File: config.mk
export PLATFORM = sky130hd
export DESIGN_NAME = cpu_ifetch
export DESIGN_NICKNAME = d
export VERILOG_FILES = /design/src/rtl/cpu_ifetch.sv
export SDC_FILE = /design/constraint.sdc
export NUM_CORES = 1
export LEC_CHECK = 0
export BUFFER_PORTS_ARGS = -buffer_cell sky130_fd_sc_hd__buf_2
export CORE_MARGIN = 5
export CORE_UTILIZATION = 34
export CTS_CLUSTER_DIAMETER = 30
export DETAILED_ROUTE_END_ITERATION = 8
export GPL_ROUTABILITY_DRIVEN = 0
export SYNTH_ARGS = -nofsm -noshare
export SYNTH_HDL_FRONTEND = slang
export SYNTH_SLANG_ARGS = --single-unit
export TNS_END_PERCENT = 100
File: constraint.sdc
create_clock -name clk -period 3.1 [get_ports clk]
set_input_delay 0.775 -clock clk [delete_from_list [all_inputs] [get_ports clk]]
set_output_delay 0.775 -clock clk [all_outputs]
set_load 0.05 [all_outputs]
File: src/rtl/cpu_ifetch.sv
// cpu_ifetch: instruction fetch stage feeding the CPU control unit.
// Keeps the PC, fetches 32-bit MIPS words over a req/ack memory handshake,
// holds each word in an instruction register and presents decoded fields to
// the controller with a valid/ready handshake. Branch/jump redirects are
// accepted in any state.
// Optional build macro: IFETCH_ALIGN_CHK_EN enables the misaligned-PC fault;
// without it the low address bits pass through unchecked and if_fault is 0.
module cpu_ifetch #(
    parameter int                ADDR_W   = 32,
    parameter logic [ADDR_W-1:0] RESET_PC = '0
) (
    input  logic              clk,
    input  logic              clrn,
    output logic              imem_req,
    output logic [ADDR_W-1:0] imem_addr,
    input  logic              imem_ack,
    input  logic [31:0]       imem_rdata,
    input  logic              redir_valid,
    input  logic [ADDR_W-1:0] redir_pc,
    output logic              id_valid,
    input  logic              id_ready,
    output logic [ADDR_W-1:0] id_pc,
    output logic [5:0]        op,
    output logic [5:0]        func,
    output logic [4:0]        rs,
    output logic [4:0]        rt,
    output logic [4:0]        rd,
    output logic [4:0]        shamt,
    output logic [15:0]       imm,
    output logic              if_fault
);

    typedef enum logic [1:0] {
        IDLE = 2'd0,
        REQ  = 2'd1,
        HOLD = 2'd2
    } state_t;

    state_t            state;
    logic [ADDR_W-1:0] pc;
    logic [ADDR_W-1:0] req_addr;
    logic [31:0]       ir;
    logic              drop;

    logic              launch;
    logic [ADDR_W-1:0] launch_addr;
    logic              misalign;
    logic              capture;

    assign imem_req  = (state == REQ);
    assign imem_addr = req_addr;

    assign op    = ir[31:26];
    assign rs    = ir[25:21];
    assign rt    = ir[20:16];
    assign rd    = ir[15:11];
    assign shamt = ir[10:6];
    assign func  = ir[5:0];
    assign imm   = ir[15:0];

    // A fresh request is due: pick the address the next request would use.
    always_comb begin
        launch      = 1'b0;
        launch_addr = req_addr;
        case (state)
            IDLE: begin
                launch      = 1'b1;
                launch_addr = redir_valid ? redir_pc : pc;
            end
            REQ: begin
                if (redir_valid && imem_ack) begin
                    // response arriving with a redirect is thrown away
                    launch      = 1'b1;
                    launch_addr = redir_pc;
                end else if (!redir_valid && imem_ack && drop) begin
                    // stale response from before a redirect; reissue at pc
                    launch      = 1'b1;
                    launch_addr = pc;
                end
            end
            HOLD: begin
                if (redir_valid) begin
                    launch      = 1'b1;
                    launch_addr = redir_pc;
                end else if (id_ready && !if_fault) begin
                    // a held fault is re-presented until redirect or reset
                    launch      = 1'b1;
                    launch_addr = pc;
                end
            end
            default: begin
                launch = 1'b0;
            end
        endcase
    end

`ifdef IFETCH_ALIGN_CHK_EN
    assign misalign = (launch_addr[1:0] != 2'b00);
`else
    assign misalign = 1'b0;
`endif

    // A usable response: requested data arrived and nothing invalidated it.
    assign capture = (state == REQ) && imem_ack && !redir_valid && !drop;

    // Fetch FSM, PC and instruction register.
    always_ff @(posedge clk) begin
        if (!clrn) begin
            state    <= IDLE;
            pc       <= RESET_PC;
            req_addr <= RESET_PC;
            ir       <= '0;
            id_pc    <= '0;
            drop     <= 1'b0;
            id_valid <= 1'b0;
            if_fault <= 1'b0;
        end else begin
            if (redir_valid) begin
                pc <= redir_pc;
            end else if (capture) begin
                pc <= req_addr + ADDR_W'(4);
            end

            if (launch) begin
                drop     <= 1'b0;
                req_addr <= launch_addr;
                if (misalign) begin
                    // present a nop-shaped fault instead of fetching
                    state    <= HOLD;
                    id_valid <= 1'b1;
                    ir       <= '0;
                    id_pc    <= launch_addr;
                    if_fault <= 1'b1;
                end else begin
                    state    <= REQ;
                    id_valid <= 1'b0;
                    if_fault <= 1'b0;
                end
            end else if (capture) begin
                ir       <= imem_rdata;
                id_pc    <= req_addr;
                id_valid <= 1'b1;
                state    <= HOLD;
            end else if (state == REQ && redir_valid) begin
                // outstanding request must complete; mark its data stale
                drop <= 1'b1;
            end
        end
    end

endmodule

== After elaboration in Yosys (flattened, before gate mapping) ==
Index checks and enable logic that the tools add are counted.
W data, S select, Z words.
Operators by class
  add/subtract/negate cells: 1
  equality and inequality tests: 4
  muxes and demuxes: 15
  bitwise gates (word level): 3
  reduce and logical (&&, ||, !) cells: 17
Operators with widths (number)
  $mux W32: 7
  $pmux W32 S3: 1
  $add A32 B3 Y32 const B: 1
  $logic_and A1 B1 Y1: 7
  $mux W1: 6
  $reduce_and A2 Y1: 2
  $reduce_and A4 Y1: 1
  $reduce_bool A2 Y1: 2
  $ne A3 B1 Y1 const B: 1
  $ne A3 B3 Y1 const B: 1
  $not A1 Y1: 3
  $pmux W1 S3: 1
  $reduce_bool A3 Y1: 1
  $eq A2 B1 Y1 const B: 1
  $eq A2 B2 Y1 const B: 1
  $logic_not A1 Y1: 2
  $logic_not A2 Y1: 1
  $reduce_or A2 Y1: 1
Word-level totals
  register bits: 131
  input bits: 69
  output and inout port bits: 115

== Depth between registers and ports, before layout ==
Gate-level depths: netlist (run 1).
  depth after elaboration: 8
  gate-level depth with buffers: 7
  gate-level depth less buffers: 5

== Worst setup path after synthesis (run 1) ==
OpenSTA, ideal clock, no wires.
  path kind: register to register
  from: reg req_addr[2], in the netlist imem_addr[2]
  to: reg pc[26]
  arrival: 2.366 ns
  required time: 3.026 ns
  path slack: 0.660 ns
  stages on the path, launching flop included: 6
  buffers on the path: 0
  cell sequence: dfxtp_1 ha_1 nand3_1 or4_1 or4_1 a31oi_1
Between the ends
  cells in the longest elaborated chain, start to end: 3
RTL lines
  start: declaration: RTL line 41  | logic [ADDR_W-1:0] req_addr;
  start signal: assignment: RTL line 126  | req_addr <= launch_addr;
  $add A32 B3 Y32: RTL line 121  | pc <= req_addr + ADDR_W'(4);
  $mux W32: RTL line 120  | end else if (capture) begin
  $mux W32: RTL line 118  | if (redir_valid) begin
  end signal: assignment: RTL line 119  | pc <= redir_pc;
  end signal: assignment: RTL line 121
  end: declaration: RTL line 40  | logic [ADDR_W-1:0] pc;
No other way between the ends. The select of a mux whose other input is x is not followed.
A chain may end at the register's enable or synchronous reset.

== Worst setup path in the final report (run 1) ==
Same ends and word-level chain as after synthesis.

==> results of run 1 <==
==> sequential cells by signal (all words and copies together), names as in the netlist <==
signal / cells
drop: 1
id_pc: 32
imem_addr: 32
ir: 32
pc: 32
state: 2
==> critical path, cell delays in order, from the launching register on <==
cell,delay (ns)
dfxtp_1,0.48
ha_1,0.25
nand3_1,0.09
buf_4,0.18
or4_1,0.72
or4_1,0.53
a31oi_1,0.17
==> kinds of logic after synthesis <==
group                      Yosys count  share of synthesized area (%)
DFF                                131                           44.9
xor gates and xnor gates             8                           1.20
muxes                               47                           8.38
other                                1                         0.0642
and+or+nand+nor                    255                           19.6
AOI/OAI and AO/OA                  182                           18.8
adders and majority gates            1                          0.214
buffers and inverters               81                           6.88
==> cell usage in the layout (no fill, tap or decap), drive strengths merged, types with 7 or more instances in the layout <==
| master | netlist | final |
|---|---|---|
| mux2i | 32 | 32 |
| a21oi | 73 | 73 |
| nor2 | 39 | 39 |
| mux2 | 15 | 15 |
| nand3 | 13 | 13 |
| a211oi | 34 | 34 |
| clkbuf | 37 | 23 |
| a22oi | 10 | 10 |
| a31oi | 16 | 16 |
| nor3 | 9 | 9 |
| o21ai | 28 | 28 |
| dfxtp | 131 | 131 |
| inv | 8 | 7 |
| nand2 | 152 | 152 |
| xnor2 | 8 | 8 |
| or4 | 8 | 8 |
| buf | 36 | 197 |
==> layer usage <==
layer  GRT usage [%]  vias up  routed length (um)
li1                -     2764                   -
met5               0        -                   0
met3            5.09       17                1090
met2            28.0      163                8180
met1            22.5     2550                7790
met4            4.84        0                 274
==> cells in the mapped netlist (10+ instances only) <==
library cell / number / area (sq um)
mux2_2: 15 / 169
a211oi_1: 34 / 255
a31oi_1: 16 / 100
buf_4: 17 / 128
nor2_1: 39 / 146
mux2i_1: 32 / 320
clkbuf_1: 36 / 135
a21oi_1: 73 / 365
buf_2: 14 / 70.1
o21ai_0: 27 / 135
a22oi_1: 10 / 75.1
dfxtp_1: 131 / 2620
nand2_1: 152 / 571
nand3_1: 12 / 60.1
==> final cells by class <==
type                       count  share of cell area, %
sequential                   131                   35.2
tap                          225                   3.78
multi-input combinational    494                   38.1
clock buffer                  23                   6.55
inverter                       8                  0.420
clock inverter                 9                   1.70
timing repair buffer         197                   14.2
==> worst max-delay path by stage <==
stage | from | to | slack [ns]
global route | imem_addr[3] | pc[26] | 0.37
floorplan | imem_addr[2] | pc[26] | 0.66
global placement | imem_addr[2] | pc[26] | 0.62
detailed placement | imem_addr[3] | pc[26] | 0.61
CTS | imem_addr[3] | pc[26] | 0.58
finish | imem_addr[2] | pc[26] | 0.59
==> power by group through the flow <==
stage / combinational, mW / sequential (mW) / clock, mW
3_5_place_dp: 0.715 / 1.92 / 0
5_1_grt: 0.770 / 1.90 / 2.19
4_1_cts: 0.717 / 1.88 / 2.11
3_3_place_gp: 0.711 / 1.92 / 0
6_report: 0.712 / 1.89 / 2.07
2_1_floorplan: 0.319 / 2.10 / 0
==> metrics.txt, run 1 <==
clock sinks=131; # diodes=0; Hold Crit Class=flip-flop to flip-flop; fin cells=1087; final worst clock skew=0.00685 ns; 1st-pass router iterations=4; drt via density=5.05; P_sw=1.32 mW; Filler Cells Inserted=1755; Netlist Area Pre-Place=5840 sq um; fin crit share=81.0%; setup TNS=0 ns; Netlist cell types=48; Worst-path clk slew=0.06 ns; reg2reg end=pc[26]; status=finished, final reports clean; synthesized flop and latch total=131; Worst Path Arrival=2.85 ns; Top FF cell, synth=dfxtp_1; Cells after DPL=1055; Row Count=48; fmax=398 MHz; Clock Power Share=44.4%; RSZ-0062 raised after global routing=no; worst slew pin tran=0.849 ns; Leakage=3.17 nW; endpoints failing setup=0; Horiz. Die Dim=141 um; critical path class=flip-flop to flip-flop; clock latency on the worst-skew pair=0.41 ns; fin nets=919; die area=19900 sq um; initial cell density of the core=34.2%; Int Power=3.34 mW; Hold WS=0.449 ns; sequential area share after synthesis=44.9%; hold depth=2; Avg Inst Size Synth=8.27 sq um; share of cells above drive strength 1=29.2%; Die H=141 um; Top Ports=184; overall power=4.67 mW; register area=2620 sq um; DP HPWL=12000 um; DRT iter0 DRCs=352; sequential power share=40.4%; R2R depth=6; critical path launch point type=flip-flop; CTS buffer count=17; Core ar.=17100 sq um; Layout Utilization=43.7%; MaxCap Viol Count=0; initial antenna violation count=0; asr flop ratio synth=0%; Switching Fraction=28.3%; Post-route DRC=0; area of the multi-input gates=2840 sq um; vias after detailed routing=5494; worst r2r src=imem_addr[2]; Final min period=2.51 ns; yosys warns=0; WHS Endpoint=id_pc[12]; Post-Syn Nets=776; hold path startpoint=id_pc[12]; Crit. End Element=flip-flop; H-tree depth=4; routed wire length=17300 um; Max-slew headroom=42.8%; I/O Buffers=182; pin count of the biggest net entering global routing=70; gr usage total=17.3%; CP required=3.43 ns; final worst setup slack=0.588 ns; first-pass GRT wire length=27600 um; Longest Clk Path Bufs=2; Place WS=0.605 ns; area grow syn2layout=27.5%; setup bufs post-CTS=0; post-DR wirelength/cell=15.9 um; Final Max Slew Viols=0; grt ovf=0; post-synthesis instance total=706; number of global-route vias before repair=5141; number of flops mapped to enable cells by yosys=0; Finished Cell Area=7450 sq um; combinational fraction of design power=15.3%; post-route ant nets=0; CTS tree=done; Peak supply drop=0.360 mV; Hold Fails Final Rpt=0; Post-CTS Hold Buffers=0; Root Buffer=clkbuf_16; post-cts resize count=0; placed inst area=6830 sq um; CP max FO=13; flop-to-flop setup slack=0.59 ns; pwr/cell area=627 nW/um^2
Power figures use the tool's default switching activity.
==> run 2: changes to the inputs <==
==> constraint.sdc (replaced) <==
create_clock -name clk -period 2.11 [get_ports clk]
set_input_delay 0.5275 -clock clk [delete_from_list [all_inputs] [get_ports clk]]
set_output_delay 0.5275 -clock clk [all_outputs]
set_load 0.05 [all_outputs]
==> metrics.txt, run 2 (synthesis results as in run 1) <==
Hold Fails Final Rpt=0 (unchanged); Buf+Inv Stages, Crit Path=1 (unchanged); vias after detailed routing=5628 (+2.4%); CP Cell Sequence=ha_1, nand3_1, or4_4, buf_4, or3_1, a31oi_1; share of cells above drive strength 1=33.6% (+4.4 points); fmax=513 MHz (+29%); Horiz. Die Dim=141 um (unchanged); CP max FO=7 (-6); Post-CTS Hold Buffers=0 (unchanged); Peak supply drop=0.566 mV (+57%); die area=19900 sq um (unchanged); Worst Path Arrival=2.29 ns (-0.56 ns); initial antenna violation count=1 (+1); DRT iter0 DRCs=390 (+11%); DP HPWL=12500 um (+3.9%); Leakage=3.31 nW (+4.4%); routed wire length=17500 um (+1.0%); CTS tree=done; MaxCap Viol Count=0 (unchanged); Hold WS=0.347 ns (-0.102 ns); commonest non-fill, non-tap cell in the layout=buf_2; Post-route DRC=0 (unchanged); Row Count=48 (unchanged); critical path launch point type=flip-flop; initial cell density of the core=34.2% (unchanged); post-route ant nets=0 (unchanged); worst slew pin tran=1.12 ns (+0.268 ns); final worst clock skew=0.00680 ns (-0.0000474 ns); setup bufs post-CTS=0 (unchanged); Worst-path clk slew=0.06 ns (about the same); # diodes=0 (unchanged); CTS buffer count=17 (unchanged); most frequent cells in the layout=182 x buf_2, 151 x nand2_1, 115 x dfxtp_1; pwr/cell area=881 nW/um^2 (+41%); fin crit share=92.4% (+11 points); number of global-route vias before repair=5095 (-0.89%); Top Ports=184 (unchanged); grt ovf=0 (unchanged); 1st-pass router iterations=5 (+1); Longest Clk Path Bufs=2 (unchanged); Root Buffer=clkbuf_16; post-DR wirelength/cell=15.7 um (-1.5%); gr usage total=17.3% (-0.021 points); crit-path leading delay family=simple AND/OR/NAND/NOR gates; Filler Cells Inserted=1726 (-1.7%); critical path class=flip-flop to flip-flop; Hold Crit Class=input port to flip-flop; Die H=141 um (unchanged); area grow syn2layout=32.0%; first-pass GRT wire length=27500 um (-0.35%); CP peak stage delay=0.58 ns (-0.14 ns); Crit. End Element=flip-flop; CP required=2.45 ns (-0.98 ns); Final min period=1.95 ns (-0.564 ns); Max-slew headroom=25.5% (-17 points); post-cts resize count=0 (unchanged); H-tree depth=4 (unchanged); endpoints failing setup=0 (unchanged); fin nets=947 (+3.0%); drt via density=5.05 (-0.13%); status=finished, final reports clean; Core ar.=17100 sq um (unchanged); pin count of the biggest net entering global routing=47 (-33%); clock sinks=131 (unchanged); clock latency on the worst-skew pair=0.42 ns (about the same); critical path's slowest cell=or4_4; overall power=6.79 mW (+46%); I/O Buffers=182 (unchanged); Final Max Slew Viols=0 (unchanged); setup TNS=0 ns (unchanged); RSZ-0062 raised after global routing=no
## run 2: cell count changes in the layout (fill, tap and decap cells not counted), moves of 3 or more
cell	previous run	this run
clkbuf_8	4	0
dfxtp_1	131	115
buf_4	12	36
buf_12	3	7
dfxtp_2	0	13
dfxtp_4	0	3
clkinv_4	1	6
## run 2: area by class of cell
| class | count | area, sq um | area share, % |
|---|---|---|---|
| flip-flops and latches | 131 | 2650 | 34.4 |
| well taps | 225 | 282 | 3.65 |
| inverters | 8 | 31.3 | 0.406 |
| clock inverters | 15 | 160 | 2.08 |
| repair buffers | 225 | 1320 | 17.1 |
| multi-input cells | 494 | 2840 | 36.8 |
| clock buffers | 17 | 425 | 5.52 |
## run 2: worst reg2reg max path: cells and delay by family (launching register included)
family,cells,cell delay (ns)
flops,1,0.38
compound gates,1,0.15
simple gates,3,0.98
buf+inv,1,0.19
fa+ha+maj,1,0.18
## run 2: layer usage
layer	global-route usage, %	share of wire [%]	vias to the layer above
li1	-	-	2817
met1	23.0	45	2608
met2	27.2	46	176
met3	5.16	7.0	25
met4	4.95	1.4	2
met5	0	0.074	-
## run 2: path summary, 6_finish.rpt
path | start | to | slack [ns] | cells after the start
min reg2reg | ir[16] | ir[16] | 0.45 | 2
max | imem_addr[3] | pc[18] | 0.16 | 6
min | imem_rdata[10] | ir[10] | 0.35 | 3
max reg2reg | imem_addr[3] | pc[18] | 0.16 | 6
## run 2: where the power goes
group	switching [mW]	leakage [nW]	internal (mW)
logic	0.773	1.95	0.374
clock network	1.17	0.280	1.75
registers	0.112	1.08	2.62
total	2.05	3.31	4.74
## run 2: metrics by stage
step                      area [sq um]  setup slack, ns  util, %  instances
after detailed placement          7120          0.00159     41.8       1083
after CTS                         7710           0.0270     45.2       1115
after global routing              7710           0.0279     45.2       1115
after global placement            7120           0.0347     41.8       1083
final                             7710            0.161     45.2       1115
after floorplan                   5870          0.00757        -        706
==> run 3: changes to the inputs <==
--- a/config.mk
+++ b/config.mk
@@ -11,6 +11,8 @@
 export CTS_CLUSTER_DIAMETER = 30
 export DETAILED_ROUTE_END_ITERATION = 8
 export GPL_ROUTABILITY_DRIVEN = 0
+export PLACE_DENSITY = 0.56
+export SKIP_LAST_GASP = 1
 export SYNTH_ARGS = -nofsm -noshare
 export SYNTH_HDL_FRONTEND = slang
 export SYNTH_SLANG_ARGS = --single-unit
==> metrics.txt, run 3 (synthesis results as in run 1) <==
die area=19900 sq um (unchanged); share of cells above drive strength 1=33.7% (+0.15 points); hold path startpoint=imem_rdata[28]; initial antenna violation count=1 (unchanged); Worst-path clk slew=0.06 ns (about the same); Longest Clk Path Bufs=2 (unchanged); clock sinks=131 (unchanged); CP peak stage delay=0.60 ns (+0.02 ns); area grow syn2layout=33.4%; Top Ports=184 (unchanged); post-route ant nets=0 (unchanged); Die H=141 um (unchanged); WHS Endpoint=ir[28]; CP required=2.40 ns (-0.05 ns); Core ar.=17100 sq um (unchanged); initial cell density of the core=34.2% (unchanged); fin nets=949 (+0.21%); Post-CTS Hold Buffers=0 (unchanged); critical path class=flip-flop to flip-flop; Row Count=48 (unchanged); CP Cell Sequence=buf_4, nand4_2, or4_4, or3_1, a221o_1; Final Max Slew Viols=0 (unchanged); CP max FO=13 (+6); reg2reg end=pc[23]; most frequent cells in the layout=182 x buf_2, 151 x nand2_1, 115 x dfxtp_1; post-DR wirelength/cell=16.0 um (+1.7%); DRT iter0 DRCs=342 (-12%); Layout Utilization=45.7% (+0.48 points); routed wire length=17800 um (+1.8%); placed inst area=7150 sq um (+0.39%); register area=2650 sq um (unchanged); Horiz. Die Dim=141 um (unchanged); critical path launch point type=flip-flop; Post-route DRC=0 (unchanged); Crit. End Element=flip-flop; MaxCap Viol Count=0 (unchanged); setup TNS=0 ns (unchanged); 1st-pass router iterations=4 (-1); clock latency on the worst-skew pair=0.41 ns (about the same); RSZ-0062 raised after global routing=no; critical path's slowest cell=or4_4; Buf+Inv Stages, Crit Path=1 (unchanged); endpoints failing setup=0 (unchanged); Filler Cells Inserted=1734 (+0.46%); crit-path leading delay family=simple AND/OR/NAND/NOR gates; worst r2r src=imem_addr[2]; Hold Fails Final Rpt=0 (unchanged); flop-to-flop setup slack=0.15 ns (about the same); vias after detailed routing=5625 (-0.053%); status=finished, final reports clean; I/O Buffers=182 (unchanged); Root Buffer=clkbuf_16; fin crit share=92.7% (+0.30 points); area of the multi-input gates=2840 sq um (unchanged); first-pass GRT wire length=28800 um (+4.6%); gr usage total=17.9% (+0.64 points); fmax=511 MHz (-0.33%); number of global-route vias before repair=5328 (+4.6%); pwr/cell area=902 nW/um^2 (+2.4%); Peak supply drop=0.546 mV (-3.5%); commonest non-fill, non-tap cell in the layout=buf_2; CTS tree=done; Hold Crit Class=input port to flip-flop; # diodes=0 (unchanged); Finished Cell Area=7790 sq um (+1.1%); R2R depth=5 (-1); H-tree depth=4 (unchanged); drt via density=5.04 (-0.23%); Worst Path Arrival=2.25 ns (-0.04 ns); DP HPWL=12600 um (+0.86%); CTS buffer count=17 (unchanged); Final min period=1.96 ns (+0.00642 ns); grt ovf=0 (unchanged); hold depth=3 (unchanged); Leakage=3.36 nW (+1.3%); final worst clock skew=0.00821 ns (+0.00141 ns); pin count of the biggest net entering global routing=66 (+40%)
[run 3: cell count changes in the layout (fill, tap and decap cells not counted)]
| cell | before | now |
|---|---|---|
| inv_6 | 1 | 0 |
| clkinv_4 | 6 | 3 |
| buf_12 | 7 | 8 |
| clkbuf_8 | 0 | 3 |
| bufinv_16 | 2 | 3 |
| inv_4 | 1 | 0 |
| buf_4 | 36 | 37 |
| clkbuf_16 | 17 | 18 |
[run 3: routing by layer]
layer	global-route usage [%]	vias to the layer above	wire length (um)
met5	0	-	13
met3	4.82	18	1100
met4	6.32	2	268
li1	-	2817	-
met2	28.0	158	8340
met1	23.9	2630	8110
[run 3: worst max path at each step]
| stage | start | to | slack (ns) | cells past startpoint |
|---|---|---|---|---|
| 6_report | imem_addr[2] | pc[23] | 0.15 | 5 |
| 2_1_floorplan | imem_addr[14] | pc[29] | 0.008 | 6 |
| 4_1_cts | imem_addr[3] | pc[20] | 0.04 | 6 |
| 5_1_grt | imem_addr[3] | pc[16] | 0.03 | 6 |
| 3_3_place_gp | imem_addr[3] | pc[16] | 0.07 | 6 |
| 3_5_place_dp | imem_addr[3] | pc[20] | 0.05 | 6 |
[run 3: final cells by class]
class | count | share of cell area, %
multi-input combinational | 494 | 36.5
sequential | 131 | 34.0
timing repair buffer | 227 | 17.3
clock buffer | 21 | 6.31
tap | 225 | 3.61
clock inverter | 11 | 1.91
inverter | 8 | 0.401
[run 3: timing repair]
item | in CTS | in global routing
endpoints found under the hold margin | 0 | 0
setup endpoints to repair | 0 | 5
setup buffers | 0 | 0
resized for setup | 0 | 1
[run 3: power by group]
part,internal (mW),switching (mW)
Sequential,2.62,0.0983
Clock,2.03,1.11
Combinational,0.381,0.793
[run 3: per-stage QoR]
step	cells	hold slack, ns	power, mW	setup slack [ns]
2_1_floorplan	706	0.432	3.56	0.00757
3_3_place_gp	1085	0.440	3.95	0.0730
3_5_place_dp	1085	0.444	3.95	0.0505
4_1_cts	1117	0.328	7.13	0.0366
5_1_grt	1117	0.336	7.35	0.0296
6_report	1117	0.352	7.03	0.155
[run 3: tightest hold or removal path, delay by kind of cell]
kind,cells,cell delay [ns]
AOI/OAI and AO/OA,1,0.05
buffers and inverters,1,0.10
and+or+nand+nor,1,0.04
